==> config.mk <==
export PLATFORM = sky130hd
export DESIGN_NAME = rtc_bus_arbiter
export DESIGN_NICKNAME = d
export VERILOG_FILES = /design/src/rtl/rtc_bus_arbiter.sv
export SDC_FILE = /design/constraint.sdc
export NUM_CORES = 1
export LEC_CHECK = 0
export CELL_PAD_IN_SITES_DETAIL_PLACEMENT = 1
export CELL_PAD_IN_SITES_GLOBAL_PLACEMENT = 2
export CORE_MARGIN = 8
export CORE_UTILIZATION = 30
export DETAILED_ROUTE_END_ITERATION = 6
export PLACE_DENSITY_LB_ADDON = 0.12
export SLEW_MARGIN = 20
export SYNTH_ARGS = -nofsm -noshare
export SYNTH_HDL_FRONTEND = slang
export SYNTH_SLANG_ARGS = --single-unit
==> constraint.sdc <==
create_clock -name clk -period 2.94 [get_ports clk]
set_clock_uncertainty 0.1 [all_clocks]
set_input_delay 0.588 -clock clk [delete_from_list [all_inputs] [get_ports clk]]
set_output_delay 0.588 -clock clk [all_outputs]
set_load 0.01 [all_outputs]
==> src/rtl/rtc_bus_arbiter.sv <==
// Arbiter/sequencer for the RTC multiplexed AD bus: address phase, data phase, recovery gap.
// Define RTC_RR_ARB_EN for round-robin arbitration; otherwise writes have fixed priority over reads.
module rtc_bus_arbiter #(
    parameter int unsigned T_SETUP = 2,
    parameter int unsigned T_PULSE = 4,
    parameter int unsigned T_HOLD  = 2,
    parameter int unsigned T_GAP   = 3
) (
    input  logic       clk,
    input  logic       reset,
    input  logic       window,
    input  logic       wr_req,
    input  logic [7:0] wr_addr,
    input  logic [7:0] wr_data,
    output logic       wr_ack,
    input  logic       rd_req,
    input  logic [7:0] rd_addr,
    output logic       rd_ack,
    output logic [7:0] rd_data,
    output logic       busy,
    output logic       rtc_cs_n,
    output logic       rtc_ad_n,
    output logic       rtc_wr_n,
    output logic       rtc_rd_n,
    output logic [7:0] ad_out,
    output logic       ad_oe,
    input  logic [7:0] ad_in
);

    typedef enum logic [2:0] {
        IDLE = 3'd0,
        A_SU = 3'd1,
        A_PW = 3'd2,
        A_HD = 3'd3,
        D_SU = 3'd4,
        D_PW = 3'd5,
        D_HD = 3'd6,
        GAP  = 3'd7
    } state_t;

    localparam logic [3:0] LD_SETUP = 4'(T_SETUP - 1);
    localparam logic [3:0] LD_PULSE = 4'(T_PULSE - 1);
    localparam logic [3:0] LD_HOLD  = 4'(T_HOLD - 1);
    localparam logic [3:0] LD_GAP   = 4'(T_GAP - 1);

    state_t     state_r, state_s;
    logic [3:0] cnt_r, cnt_s;
    logic [7:0] addr_r, data_r;
    logic       dir_wr_r;
    logic       grant_s, grant_wr_s;
    logic       cs_n_s, ad_n_s, wr_n_s, rd_n_s, ad_oe_s, busy_s;
    logic       wr_ack_s, rd_ack_s, capture_s;
    logic [7:0] ad_out_s;

`ifdef RTC_RR_ARB_EN
    logic last_grant_r;

    // Round-robin winner selection: contested grants alternate; 1 = write
    always_comb begin
        if (wr_req && rd_req) begin
            grant_wr_s = ~last_grant_r;
        end else begin
            grant_wr_s = wr_req;
        end
    end

    // Last winner, reset to read so the first contested grant goes to write
    always_ff @(posedge clk or negedge reset) begin
        if (!reset) begin
            last_grant_r <= 1'b0;
        end else if (grant_s) begin
            last_grant_r <= grant_wr_s;
        end
    end
`else
    // Fixed priority winner selection: write beats read
    always_comb begin
        if (wr_req) begin
            grant_wr_s = 1'b1;
        end else begin
            grant_wr_s = 1'b0;
        end
    end
`endif

    // State, phase counter and transaction latches
    always_ff @(posedge clk or negedge reset) begin
        if (!reset) begin
            state_r  <= IDLE;
            cnt_r    <= 4'd0;
            addr_r   <= 8'h00;
            data_r   <= 8'h00;
            dir_wr_r <= 1'b0;
        end else begin
            state_r <= state_s;
            cnt_r   <= cnt_s;
            if (grant_s) begin
                dir_wr_r <= grant_wr_s;
                addr_r   <= grant_wr_s ? wr_addr : rd_addr;
                data_r   <= wr_data;
            end
        end
    end

    // Next-state: each timed state runs until its counter reaches zero, then reloads for the next
    always_comb begin
        state_s = state_r;
        cnt_s   = cnt_r;
        grant_s = 1'b0;
        case (state_r)
            IDLE: begin
                if (window && (wr_req || rd_req)) begin
                    grant_s = 1'b1;
                    state_s = A_SU;
                    cnt_s   = LD_SETUP;
                end else begin
                    cnt_s = 4'd0;
                end
            end
            A_SU: if (cnt_r == 4'd0) begin state_s = A_PW; cnt_s = LD_PULSE; end
                  else begin cnt_s = cnt_r - 4'd1; end
            A_PW: if (cnt_r == 4'd0) begin state_s = A_HD; cnt_s = LD_HOLD; end
                  else begin cnt_s = cnt_r - 4'd1; end
            A_HD: if (cnt_r == 4'd0) begin state_s = D_SU; cnt_s = LD_SETUP; end
                  else begin cnt_s = cnt_r - 4'd1; end
            D_SU: if (cnt_r == 4'd0) begin state_s = D_PW; cnt_s = LD_PULSE; end
                  else begin cnt_s = cnt_r - 4'd1; end
            D_PW: if (cnt_r == 4'd0) begin state_s = D_HD; cnt_s = LD_HOLD; end
                  else begin cnt_s = cnt_r - 4'd1; end
            D_HD: if (cnt_r == 4'd0) begin state_s = GAP; cnt_s = LD_GAP; end
                  else begin cnt_s = cnt_r - 4'd1; end
            GAP:  if (cnt_r == 4'd0) begin state_s = IDLE; cnt_s = 4'd0; end
                  else begin cnt_s = cnt_r - 4'd1; end
            default: begin
                state_s = IDLE;
                cnt_s   = 4'd0;
            end
        endcase
    end

    // Pin values for the current state; registered below, so pins trail the state by one clock
    always_comb begin
        cs_n_s    = 1'b1;
        ad_n_s    = 1'b1;
        wr_n_s    = 1'b1;
        rd_n_s    = 1'b1;
        ad_oe_s   = 1'b0;
        ad_out_s  = 8'h00;
        wr_ack_s  = 1'b0;
        rd_ack_s  = 1'b0;
        busy_s    = 1'b1;
        capture_s = 1'b0;
        case (state_r)
            IDLE: busy_s = 1'b0;
            A_SU, A_HD: begin
                cs_n_s   = 1'b0;
                ad_n_s   = 1'b0;
                ad_oe_s  = 1'b1;
                ad_out_s = addr_r;
            end
            A_PW: begin
                cs_n_s   = 1'b0;
                ad_n_s   = 1'b0;
                wr_n_s   = 1'b0;
                ad_oe_s  = 1'b1;
                ad_out_s = addr_r;
            end
            D_SU, D_HD: begin
                cs_n_s   = 1'b0;
                ad_oe_s  = dir_wr_r;
                ad_out_s = dir_wr_r ? data_r : 8'h00;
            end
            D_PW: begin
                cs_n_s    = 1'b0;
                wr_n_s    = ~dir_wr_r;
                rd_n_s    = dir_wr_r;
                ad_oe_s   = dir_wr_r;
                ad_out_s  = dir_wr_r ? data_r : 8'h00;
                capture_s = ~dir_wr_r && (cnt_r == 4'd0);
            end
            GAP: begin
                if (cnt_r == LD_GAP) begin
                    wr_ack_s = dir_wr_r;
                    rd_ack_s = ~dir_wr_r;
                end else begin
                    wr_ack_s = 1'b0;
                    rd_ack_s = 1'b0;
                end
            end
            default: busy_s = 1'b0;
        endcase
    end

    // Output registers; reset forces the bus idle immediately
    always_ff @(posedge clk or negedge reset) begin
        if (!reset) begin
            rtc_cs_n <= 1'b1;
            rtc_ad_n <= 1'b1;
            rtc_wr_n <= 1'b1;
            rtc_rd_n <= 1'b1;
            ad_oe    <= 1'b0;
            ad_out   <= 8'h00;
            wr_ack   <= 1'b0;
            rd_ack   <= 1'b0;
            busy     <= 1'b0;
            rd_data  <= 8'h00;
        end else begin
            rtc_cs_n <= cs_n_s;
            rtc_ad_n <= ad_n_s;
            rtc_wr_n <= wr_n_s;
            rtc_rd_n <= rd_n_s;
            ad_oe    <= ad_oe_s;
            ad_out   <= ad_out_s;
            wr_ack   <= wr_ack_s;
            rd_ack   <= rd_ack_s;
            busy     <= busy_s;
            if (capture_s) begin
                rd_data <= ad_in;
            end
        end
    end

endmodule

==> metrics <==
run status completed; clock buffer depth 2; Buf+Inv Stages, Crit Path 0; Post-CTS Repair Setup Buffers 0; Max-Cap Viols 0; CORE AREA 6390 µm²; Syn Std Cell Area 1990 µm²; DP HPWL 3.51 mm; Mean Syn Cell Area 14.1 µm²; first-pass GRT wire length 8.48 mm; Slew @ Worst Pin 0.793 ns; Critical Path RT 3.02 ns; die height 97.4 µm; CTS tree done; Inserted Clock Buffers 5; Iteration-0 DRC Markers 8; CP dominant cell by count or4_4; Die Span X 97.4 µm; max-slew violations 0; crit path capture type register; Leak 1.16 nW; ys flop type dfrtp_1; Crit Path Class reg -> reg; Placed Instance Area 2650 µm²; largest net degree at the start of global routing 26; Area Growth Syn to Fin 37.5%; Critical Path AT 2.23 ns; clk slew on worst S/H paths 0.08 ns; Setup TNS 0 ns; ant diodes 0; Clock Sink Count 48; I/O pins 61; Final Hold Viols 0; number of synthesized flops with an enable pin 0; die area 9480 µm²; Vias/cell 4.81; Slowest cell on crit path or4_4; CP Max Fanout 9; sequential fraction of the synthesis area 60.7%; root buffer cell clkbuf_8; cell count after synthesis 141; WL final 4.85 mm; Yosys cell types 32; FF+latch area 1210 µm²; critical path cell sequence or4_4 -> or4_4 -> mux2_4; area occupied by multi-input gates 718 µm²; Post-Place Cells 272; power per cell area 946 nW/µm²; worst hold path type in -> async; Final Critical Period 2.15 ns; Top Family by Delay on Critical Path simple AND/OR/NAND/NOR gates; Setup Slack @ Placement 0.785 ns; drt pass-1 iters 4; Starting Density 31.1%; CP max stage delay 0.59 ns; Total Routing Usage GR 10.7%; # setup viols final 0; drt drc 0; Post-Layout Cell Count 280; Yosys warning count 0; CTS H-tree depth 2; Hold WS 0.180 ns; row count 29; Post-Syn Nets 178; # fillers 673; nature of the critical path startpoint register; Max-slew headroom 46.9%; Final ANT Viol Nets 0; unrepaired setup endpoints after global routing false; fin area 2730 µm²; Tot Pwr 2.58 mW; fmax 0.465 GHz; via count 1347; GR Overflow Total 0; post-CTS sizing 0; # hold bufs at CTS 0; layout cells sized above 1 27.1%; final net count 239; I/O Buffers 60; final period utilization 73.2%; Async SR Flop Fraction 100%; vias in the first global route 1632; Worst VDD drop 0.322 mV; post-synthesis register bit count 48; Final WS setup 0.788 ns; GPL Wtd Cong 0.747; initial antenna violation count 0; worst-skew pair later-pin latency 0.30 ns; final core occ 42.8%; post-DR wirelength/cell 17.3 µm
## path summary, 6_finish.rpt
| path | from | end | slack (ns) | cells after the start |
|---|---|---|---|---|
| setup / recovery | cnt_r[1] | rd_data[6] | 0.79 | 3 |
| hold / removal | reset | ad_out[0] | 0.18 | 1 |
| setup reg to reg | cnt_r[1] | rd_data[6] | 0.79 | 3 |
| hold reg to reg | data_r[3] | ad_out[3] | 0.39 | 1 |
| max in group asynchronous | reset | rtc_rd_n | 1.77 | 2 |
| min in group clk | data_r[3] | ad_out[3] | 0.39 | 1 |
## layout make-up
class,count,share of cell area [%]
clock buffer,7,2.79
tap,77,3.53
sequential,48,44.2
multi-input combinational,81,26.3
inverter,3,0.412
timing repair buffer,63,22.6
clock inverter,1,0.183
## report_power, final
part / switching (mW) / internal, mW
Clock: 0.211 / 0.167
Sequential: 0.224 / 0.964
Combinational: 0.388 / 0.629
Total: 0.824 / 1.76
## kinds of logic (layout without fill, tap and decap cells)
family | Yosys count | count (layout) | synth area share (%)
flops | 48 | 48 | 60.7
mux | 33 | 33 | 20.2
simple gates | 27 | 27 | 7.37
compound gates | 19 | 19 | 7.68
buf+inv | 12 | 74 | 3.15
xor+xnor | 2 | 2 | 0.882
## synth_stat cells, types with 2 or more instances
library cell / number / area, µm²
dfstp_2: 4 / 105
clkbuf_1: 4 / 15.0
nand3_1: 2 / 10.0
or4_4: 2 / 22.5
nand2_1: 5 / 18.8
a21oi_1: 2 / 10.0
inv_1: 3 / 11.3
mux2_4: 8 / 120
a22o_1: 8 / 70.1
buf_2: 2 / 10.0
dfrtp_1: 44 / 1100
mux2_2: 25 / 282
nor2_1: 8 / 30.0
buf_6: 2 / 22.5
o21ai_0: 3 / 15.0
nor3_1: 3 / 15.0
## flip-flops by register name (all words and copies together) (netlist names), 3 cells and up
name,cells
rd_data,8
addr_r,8
data_r,8
cnt_r,4
ad_out,8
state_r,3
## layer usage
metal  wire length [µm]  part of all wire, %  vias to the layer above  track usage [%]
met5                  0                    0                        -                0
met4                 62                  1.3                        0             4.43
met3                260                  5.4                        7             3.49
met2               2400                   49                       39             16.8
met1               2130                   44                      677             13.1
li1                   -                    -                      624                -
## cells in the final DEF, fill, tap and decap left out, types with 2 or more instances in the layout
master and instances:
or4_4 2, o21ai_0 3, a22o_1 8, nand3_1 2, clkbuf_8 5, clkdlybuf4s50_1 59, dfstp_2 4, nor2_1 8
clkbuf_1 2, a21oi_1 2, nor3_1 3, mux2_4 8, nand2_1 5, mux2_2 25, dfrtp_1 44, buf_4 3
inv_1 3
Note: power is estimated with default switching activity, not from simulation.
